### src/rtl/load_store_unit_pkg.sv
// Shared types and constants for the load/store unit: funct3 encodings,
// FSM states and the access legality check.
package load_store_unit_pkg;

  localparam int unsigned DATA_W        = 32;
  localparam int unsigned MEM_WORDS_DEF = 64;

  localparam logic [2:0] F3_B  = 3'b000;
  localparam logic [2:0] F3_H  = 3'b001;
  localparam logic [2:0] F3_W  = 3'b010;
  localparam logic [2:0] F3_BU = 3'b100;
  localparam logic [2:0] F3_HU = 3'b101;

  typedef enum logic [2:0] {
    IDLE   = 3'd0,
    LOAD   = 3'd1,
    WSTORE = 3'd2,
    RMW_RD = 3'd3,
    RMW_WR = 3'd4,
    RESP   = 3'd5
  } lsu_state_e;

  // Rejects illegal encodings, misalignment and word indices past the memory.
  function automatic logic access_fault(input logic              write,
                                        input logic [2:0]        f3,
                                        input logic [DATA_W-1:0] addr,
                                        input int unsigned       mem_words);
    logic bad;
    bad = 1'b0;
    case (f3)
      F3_B, F3_BU: bad = 1'b0;
      F3_H, F3_HU: bad = addr[0];
      F3_W:        bad = (addr[1:0] != 2'b00);
      default:     bad = 1'b1;
    endcase
    if (write && !((f3 == F3_B) || (f3 == F3_H) || (f3 == F3_W))) bad = 1'b1;
    if (32'(addr[DATA_W-1:2]) >= mem_words) bad = 1'b1;
    return bad;
  endfunction

endpackage

### src/rtl/load_store_unit_if.sv
// Request/response and data-memory signals between execute stage, LSU and memory.
interface load_store_unit_if;
  import load_store_unit_pkg::*;

  logic              req_valid;
  logic              req_ready;
  logic              req_write;
  logic [2:0]        req_funct3;
  logic [DATA_W-1:0] req_addr;
  logic [DATA_W-1:0] req_wdata;
  logic              resp_valid;
  logic [DATA_W-1:0] resp_rdata;
  logic              resp_fault;
  logic              mem_read;
  logic              mem_write;
  logic [DATA_W-1:0] mem_addr;
  logic [DATA_W-1:0] mem_wdata;
  logic [DATA_W-1:0] mem_rdata;

  modport slave (
    input  req_valid, req_write, req_funct3, req_addr, req_wdata, mem_rdata,
    output req_ready, resp_valid, resp_rdata, resp_fault,
           mem_read, mem_write, mem_addr, mem_wdata
  );

  modport master (
    output req_valid, req_write, req_funct3, req_addr, req_wdata, mem_rdata,
    input  req_ready, resp_valid, resp_rdata, resp_fault,
           mem_read, mem_write, mem_addr, mem_wdata
  );
endinterface

### src/rtl/load_store_unit_lane_align.sv
// Combinational lane logic: load byte/half extraction with extension, and
// sub-word store merge into a previously read word.
module lsu_lane_align
  import load_store_unit_pkg::*;
(
  input  logic [2:0]        f3,
  input  logic [1:0]        byte_off,
  input  logic [DATA_W-1:0] rdata,
  input  logic [DATA_W-1:0] wdata,
  output logic [DATA_W-1:0] load_data_c,
  output logic [DATA_W-1:0] merge_data_c
);

  logic [DATA_W-1:0] shifted;

  assign shifted = rdata >> {byte_off, 3'b000};

  always_comb begin
    load_data_c = '0;
    case (f3)
      F3_B:    load_data_c = {{24{shifted[7]}}, shifted[7:0]};
      F3_H:    load_data_c = {{16{shifted[15]}}, shifted[15:0]};
      F3_W:    load_data_c = rdata;
      F3_BU:   load_data_c = {24'h0, shifted[7:0]};
      F3_HU:   load_data_c = {16'h0, shifted[15:0]};
      default: load_data_c = '0;
    endcase
  end

  // Only the addressed lane takes store data; the rest keep the read word.
  always_comb begin
    merge_data_c = rdata;
    case (f3)
      F3_B: begin
        case (byte_off)
          2'd0:    merge_data_c = {rdata[31:8], wdata[7:0]};
          2'd1:    merge_data_c = {rdata[31:16], wdata[7:0], rdata[7:0]};
          2'd2:    merge_data_c = {rdata[31:24], wdata[7:0], rdata[15:0]};
          default: merge_data_c = {wdata[7:0], rdata[23:0]};
        endcase
      end
      F3_H:    merge_data_c = byte_off[1] ? {wdata[15:0], rdata[15:0]}
                                          : {rdata[31:16], wdata[15:0]};
      F3_W:    merge_data_c = wdata;
      default: merge_data_c = rdata;
    endcase
  end

endmodule

### src/rtl/load_store_unit.sv
// Load/store unit: converts byte/half/word accesses into word memory cycles,
// with read-modify-write for sub-word stores and fault detection.
module load_store_unit
  import load_store_unit_pkg::*;
#(
  parameter int unsigned MEM_WORDS = MEM_WORDS_DEF
) (
  input  logic clk,
  input  logic reset,
  load_store_unit_if.slave bus
);

  lsu_state_e        state_q, state_d;
  logic [2:0]        f3_q;
  logic [1:0]        off_q;
  logic [DATA_W-1:0] wdata_q;
  logic              fault_c;
  logic              accept_c;
  logic [DATA_W-1:0] load_data_c, merge_data_c;

  logic              req_ready_q, resp_valid_q, resp_fault_q, mem_read_q, mem_write_q;
  logic [DATA_W-1:0] resp_rdata_q, mem_addr_q, mem_wdata_q;
  logic              req_ready_d, resp_valid_d, resp_fault_d, mem_read_d, mem_write_d;
  logic [DATA_W-1:0] resp_rdata_d, mem_addr_d, mem_wdata_d;

  assign accept_c = (state_q == IDLE) && bus.req_valid;
  assign fault_c  = access_fault(bus.req_write, bus.req_funct3, bus.req_addr, MEM_WORDS);

  lsu_lane_align u_lane_align (
    .f3           (f3_q),
    .byte_off     (off_q),
    .rdata        (bus.mem_rdata),
    .wdata        (wdata_q),
    .load_data_c  (load_data_c),
    .merge_data_c (merge_data_c)
  );

  always_ff @(posedge clk or posedge reset) begin
    if (reset) state_q <= IDLE;
    else       state_q <= state_d;
  end

  always_comb begin
    state_d = state_q;
    case (state_q)
      IDLE: begin
        if (bus.req_valid) begin
          if (fault_c)                         state_d = RESP;
          else if (!bus.req_write)             state_d = LOAD;
          else if (bus.req_funct3 == F3_W)     state_d = WSTORE;
          else                                 state_d = RMW_RD;
        end
      end
      LOAD, WSTORE, RMW_WR: state_d = RESP;
      RMW_RD:               state_d = RMW_WR;
      RESP:                 state_d = IDLE;
      default:              state_d = IDLE;
    endcase
  end

  // Next values of the registered outputs, decoded from the upcoming state.
  always_comb begin
    req_ready_d  = (state_d == IDLE);
    resp_valid_d = (state_d == RESP);
    mem_read_d   = (state_d == LOAD) || (state_d == RMW_RD);
    mem_write_d  = (state_d == WSTORE) || (state_d == RMW_WR);
    resp_fault_d = 1'b0;
    resp_rdata_d = resp_rdata_q;
    mem_addr_d   = mem_addr_q;
    mem_wdata_d  = mem_wdata_q;
    case (state_q)
      IDLE: begin
        if (bus.req_valid) begin
          if (fault_c) begin
            resp_fault_d = 1'b1;
            resp_rdata_d = '0;
          end else begin
            mem_addr_d = {2'b00, bus.req_addr[DATA_W-1:2]};
            if (bus.req_write && (bus.req_funct3 == F3_W)) mem_wdata_d = bus.req_wdata;
          end
        end
      end
      LOAD:           resp_rdata_d = load_data_c;
      RMW_RD:         mem_wdata_d  = merge_data_c;
      WSTORE, RMW_WR: resp_rdata_d = '0;
      default: ;
    endcase
  end

  always_ff @(posedge clk or posedge reset) begin
    if (reset) begin
      f3_q    <= '0;
      off_q   <= '0;
      wdata_q <= '0;
    end else if (accept_c) begin
      f3_q    <= bus.req_funct3;
      off_q   <= bus.req_addr[1:0];
      wdata_q <= bus.req_wdata;
    end
  end

  always_ff @(posedge clk or posedge reset) begin
    if (reset) begin
      req_ready_q  <= 1'b1;
      resp_valid_q <= 1'b0;
      resp_fault_q <= 1'b0;
      resp_rdata_q <= '0;
      mem_read_q   <= 1'b0;
      mem_write_q  <= 1'b0;
      mem_addr_q   <= '0;
      mem_wdata_q  <= '0;
    end else begin
      req_ready_q  <= req_ready_d;
      resp_valid_q <= resp_valid_d;
      resp_fault_q <= resp_fault_d;
      resp_rdata_q <= resp_rdata_d;
      mem_read_q   <= mem_read_d;
      mem_write_q  <= mem_write_d;
      mem_addr_q   <= mem_addr_d;
      mem_wdata_q  <= mem_wdata_d;
    end
  end

  assign bus.req_ready  = req_ready_q;
  assign bus.resp_valid = resp_valid_q;
  assign bus.resp_fault = resp_fault_q;
  assign bus.resp_rdata = resp_rdata_q;
  assign bus.mem_read   = mem_read_q;
  assign bus.mem_write  = mem_write_q;
  assign bus.mem_addr   = mem_addr_q;
  assign bus.mem_wdata  = mem_wdata_q;

endmodule

### src/flat_wrapper.sv
// flat-port wrapper written by rule: the top's interface ports become plain ports
module load_store_unit_flat import load_store_unit_pkg::*;
#(
  parameter int unsigned MEM_WORDS = MEM_WORDS_DEF
)
  (clk, reset, bus_req_valid, bus_req_write, bus_req_funct3, bus_req_addr, bus_req_wdata, bus_mem_rdata, bus_req_ready, bus_resp_valid, bus_resp_rdata, bus_resp_fault, bus_mem_read, bus_mem_write, bus_mem_addr, bus_mem_wdata);
  load_store_unit_if bus_i ();
  input  logic clk;
  input  logic reset;
  input wire logic [$bits(bus_i.req_valid)-1:0] bus_req_valid;
  input wire logic [$bits(bus_i.req_write)-1:0] bus_req_write;
  input wire logic [$bits(bus_i.req_funct3)-1:0] bus_req_funct3;
  input wire logic [$bits(bus_i.req_addr)-1:0] bus_req_addr;
  input wire logic [$bits(bus_i.req_wdata)-1:0] bus_req_wdata;
  input wire logic [$bits(bus_i.mem_rdata)-1:0] bus_mem_rdata;
  output wire logic [$bits(bus_i.req_ready)-1:0] bus_req_ready;
  output wire logic [$bits(bus_i.resp_valid)-1:0] bus_resp_valid;
  output wire logic [$bits(bus_i.resp_rdata)-1:0] bus_resp_rdata;
  output wire logic [$bits(bus_i.resp_fault)-1:0] bus_resp_fault;
  output wire logic [$bits(bus_i.mem_read)-1:0] bus_mem_read;
  output wire logic [$bits(bus_i.mem_write)-1:0] bus_mem_write;
  output wire logic [$bits(bus_i.mem_addr)-1:0] bus_mem_addr;
  output wire logic [$bits(bus_i.mem_wdata)-1:0] bus_mem_wdata;
  assign bus_i.req_valid = bus_req_valid;
  assign bus_i.req_write = bus_req_write;
  assign bus_i.req_funct3 = bus_req_funct3;
  assign bus_i.req_addr = bus_req_addr;
  assign bus_i.req_wdata = bus_req_wdata;
  assign bus_i.mem_rdata = bus_mem_rdata;
  assign bus_req_ready = bus_i.req_ready;
  assign bus_resp_valid = bus_i.resp_valid;
  assign bus_resp_rdata = bus_i.resp_rdata;
  assign bus_resp_fault = bus_i.resp_fault;
  assign bus_mem_read = bus_i.mem_read;
  assign bus_mem_write = bus_i.mem_write;
  assign bus_mem_addr = bus_i.mem_addr;
  assign bus_mem_wdata = bus_i.mem_wdata;
  load_store_unit #(.MEM_WORDS(MEM_WORDS)) u_core (.clk(clk), .reset(reset), .bus(bus_i));
endmodule
### config.mk
export PLATFORM = sky130hd
export DESIGN_NAME = load_store_unit_flat
export DESIGN_NICKNAME = d
export VERILOG_FILES = /design/src/rtl/load_store_unit_pkg.sv /design/src/rtl/load_store_unit_if.sv /design/src/rtl/load_store_unit_lane_align.sv /design/src/rtl/load_store_unit.sv /design/src/flat_wrapper.sv
export SDC_FILE = /design/constraint.sdc
export NUM_CORES = 1
export LEC_CHECK = 0
export ABC_AREA = 1
export BUFFER_PORTS_ARGS = -buffer_cell sky130_fd_sc_hd__buf_4
export CORE_ASPECT_RATIO = 0.75
export CORE_MARGIN = 2
export CORE_UTILIZATION = 55
export DETAILED_ROUTE_END_ITERATION = 7
export GPL_ROUTABILITY_DRIVEN = 0
export GPL_TIMING_DRIVEN = 0
export PLACE_DENSITY = 0.82
export SKIP_LAST_GASP = 1
export SYNTH_ARGS = -nofsm -noshare
export SYNTH_HDL_FRONTEND = slang
export SYNTH_SLANG_ARGS = --single-unit
### constraint.sdc
create_clock -name clk -period 8.04 [get_ports clk]
set_input_delay 1.206 -clock clk [delete_from_list [all_inputs] [get_ports clk]]
set_output_delay 1.206 -clock clk [all_outputs]
set_load 0.02 [all_outputs]
==> impl_metrics.tcl <==
set metrics [dict create \
    status "finished clean" \
    vdd_ir_drop_max_mv 0.198 \
    critical_path_arrival_ps 1070 \
    crit_fanout 1 \
    hold_class "flop to flop" \
    cts_tree "yes" \
    synth_simple_gate_area_share_pct 36.0 \
    antenna-diode-count 0 \
    rsz0062_at_grt "no" \
    relSlewSlack_pct 61.7 \
    drive_gt1_share_pct 23.7 \
    worst-path-buf-inv 1 \
    synthMuxAreaShare_pct 0 \
    synth_xor_area_share_pct 0 \
    ys_types 33 \
    report.final.slew_viol_count 0 \
    die-area_sq_mm 0.0159 \
    mostFrequentLayoutCells "436 x nand2_1, 206 x buf_4, 138 x dfrtp_1" \
    drtPass1Iterations 6 \
    dieWidth_microns 145 \
    final.setup.tns_ps 0 \
    avgSynthCellArea_sq_um 6.94 \
    cp_top_family "flip-flops" \
    endpoint_kind "primary output" \
    synth_top_family_by_area "simple AND/OR/NAND/NOR gates" \
    cts_buffers 17 \
    grt.busiest_layer "met2" \
    fillCellCount 1195 \
    ys_seq_area_share_pct 42.6 \
    cap_viol_max_count 0 \
    fin_ws_ps 5760 \
    stdcell_count 1612 \
    p_per_area_mw_per_mm2 329 \
    use_met1_pct 48.9 \
    yosysWarnings 0 \
    p_leak_nw 5.99 \
    antenna_left 0 \
    synth_area_sq_mm 0.00817 \
    cts_buffer_depth 2 \
    grt_pass1_wl_mm 41.6 \
    netlist_instances 1177 \
    p_sw_mw 1.56 \
    nets 1502 \
    finalPower_mw 3.47 \
    core_area_sq_mm 0.0145 \
    post_cts_buffers 0 \
    htree_levels 4 \
    p_seq_share_pct 28.4 \
    max_slew.worst_pin.slew_ps 575 \
    synth_fa_ha_area_share_pct 0 \
    grtUsageMet3_pct 10.5 \
    critPathLaunchType "flop" \
    ioPinCount 204 \
    grt.overflow.total 0 \
    path_clk_slew_ps 60 \
    ctsResizeCount 0 \
    antenna_found_initial 0 \
    multi_input_area_sq_mm 0.00387 \
    wire_per_inst_microns 16.5 \
    area_growth_pct 29.2 \
    crit_slowest_cell "dfstp_2" \
    swShare_pct 45.0 \
    first_global_vias 8409 \
    ys_seq_elements 139 \
    preCtsSetupSlack_ps 5360 \
    grt_start_max_net_pins 80 \
    fin_skew_ps 5.74 \
    fmax_ghz 0.439 \
    critPathKind "flop to primary output" \
    p_int_mw 1.91 \
    dpl.hpwl_mm 20.2 \
    ctsRootBufferMaster "clkbuf_16" \
    vias_per_cell 5.57 \
    drc 0 \
    track_usage_pct 34.3 \
    start_util_pct 56.4 \
    clock_sinks 139 \
    port_buffers 201 \
    final_util_pct 72.8 \
    use_met2_pct 49.7 \
    insertion_delay_ps 430 \
    slowest_delay_ps 510 \
    fin_crit_ps 2280 \
    placed_cells 1580 \
    finalSetupViolations 0 \
    cts-hold-fix-buffers 0 \
    rows 38 \
    die_height_microns 110 \
    crit_required_ps 6830 \
    mostFrequentLayoutCell "nand2_1" \
    combPwrFrac_pct 48.6 \
    period_share_pct 28.3 \
    regArea_sq_mm 0.00348 \
    hold_viol_final 0 \
    dr.first_iter.drc_count 1238 \
    path_cells "buf_4" \
    routed_wl_mm 26.7 \
    clkPwrFrac_pct 23.0 \
    dr_total_vias 8986 \
    synth_compound_area_share_pct 11.3 \
]
[cell usage after synthesis]
cell type,n,area (sq um)
nand2_1,436,1640
dfrtp_1,138,3450
nand3_1,129,646
nor2_1,102,383
inv_1,98,368
o21ai_0,73,365
a21oi_1,46,230
buf_2,43,215
o211ai_1,29,218
clkbuf_1,12,45.0
buf_6,10,113
nand3_2,10,100
inv_2,8,30.0
nand2_2,6,37.5
o22ai_1,6,37.5
buf_4,5,37.5
nor2_2,4,25.0
nand4_1,3,18.8
nor2_4,3,33.8
a21oi_2,2,17.5
or2_2,2,12.5
a21boi_0,1,7.51
a21o_1,1,7.51
a31oi_1,1,6.26
buf_8,1,15.0
conb_1,1,3.75
dfstp_2,1,26.3
nand4_2,1,12.5
nor2_8,1,20.0
nor3_4,1,16.3
o2111ai_2,1,15.0
o211ai_2,1,12.5
o21ai_2,1,8.76
[per-stage QoR]
step	area (sq um)	hold slack [ps]
CTS	10600	469
finish	10600	466
global route	10600	495
floorplan	8180	505
detailed placement	9970	453
global placement	9940	451
[registers in the layout, summed over array words and instances, names as in the netlist, 2 cells and up]
| name | count |
|---|---|
| u_core.f3_q | 3 |
| u_core.state_q | 3 |
| u_core.bus.mem_wdata | 32 |
| u_core.off_q | 2 |
| u_core.bus.mem_addr | 30 |
| u_core.wdata_q | 32 |
| u_core.bus.resp_rdata | 32 |
[path summary, 6_finish.rpt]
kind                            slack, ps                                   end                                 from  cells after the start
worst max-delay path                 5760                         bus_req_ready       u_core.bus.req_ready$_DFF_PP1_                      1
worst min-delay path                  470   u_core.bus.mem_addr[14]$_DFFE_PP0P_  u_core.bus.mem_addr[14]$_DFFE_PP0P_                      2
worst max register to register       6100  u_core.bus.resp_rdata[3]$_DFFE_PP0P_          u_core.off_q[1]$_DFFE_PP0P_                      8
worst min register to register        470   u_core.bus.mem_addr[14]$_DFFE_PP0P_  u_core.bus.mem_addr[14]$_DFFE_PP0P_                      2
max in group asynchronous            6390        u_core.bus.req_ready$_DFF_PP1_                                reset                      3
min in group asynchronous             840   u_core.bus.mem_addr[18]$_DFFE_PP0P_                                reset                      2
[layout make-up]
type                    instances  area share, %
inverters                     106           3.81
well taps                     200           2.37
plain buffers                  71           4.03
multi-input cells             862           36.7
clock inverters                12           1.30
flip-flops and latches        139           32.9
clock buffers                  20           4.32
repair buffers                202           14.5
[per-layer routing]
metal / wire length, microns / vias to the layer above
met2: 11600 / 554
met5: 0 / -
met4: 599 / 0
met1: 11200 / 4166
li1: - / 4194
met3: 3320 / 72
[kinds of logic after synthesis]
logic type / after synthesis
compound gates: 162
buf+inv: 177
flops: 139
other cells: 1
simple gates: 698
[power by group through the flow]
stage | Combinational (mW) | Sequential [mW] | Clock (mW)
after global routing | 1.85 | 0.996 | 0.834
after detailed placement | 1.63 | 0.986 | 0
after global placement | 1.59 | 0.985 | 0
after floorplan | 1.04 | 1.04 | 0
after CTS | 1.64 | 0.976 | 0.799
final | 1.69 | 0.985 | 0.798
Power figures use the tool's default switching activity.
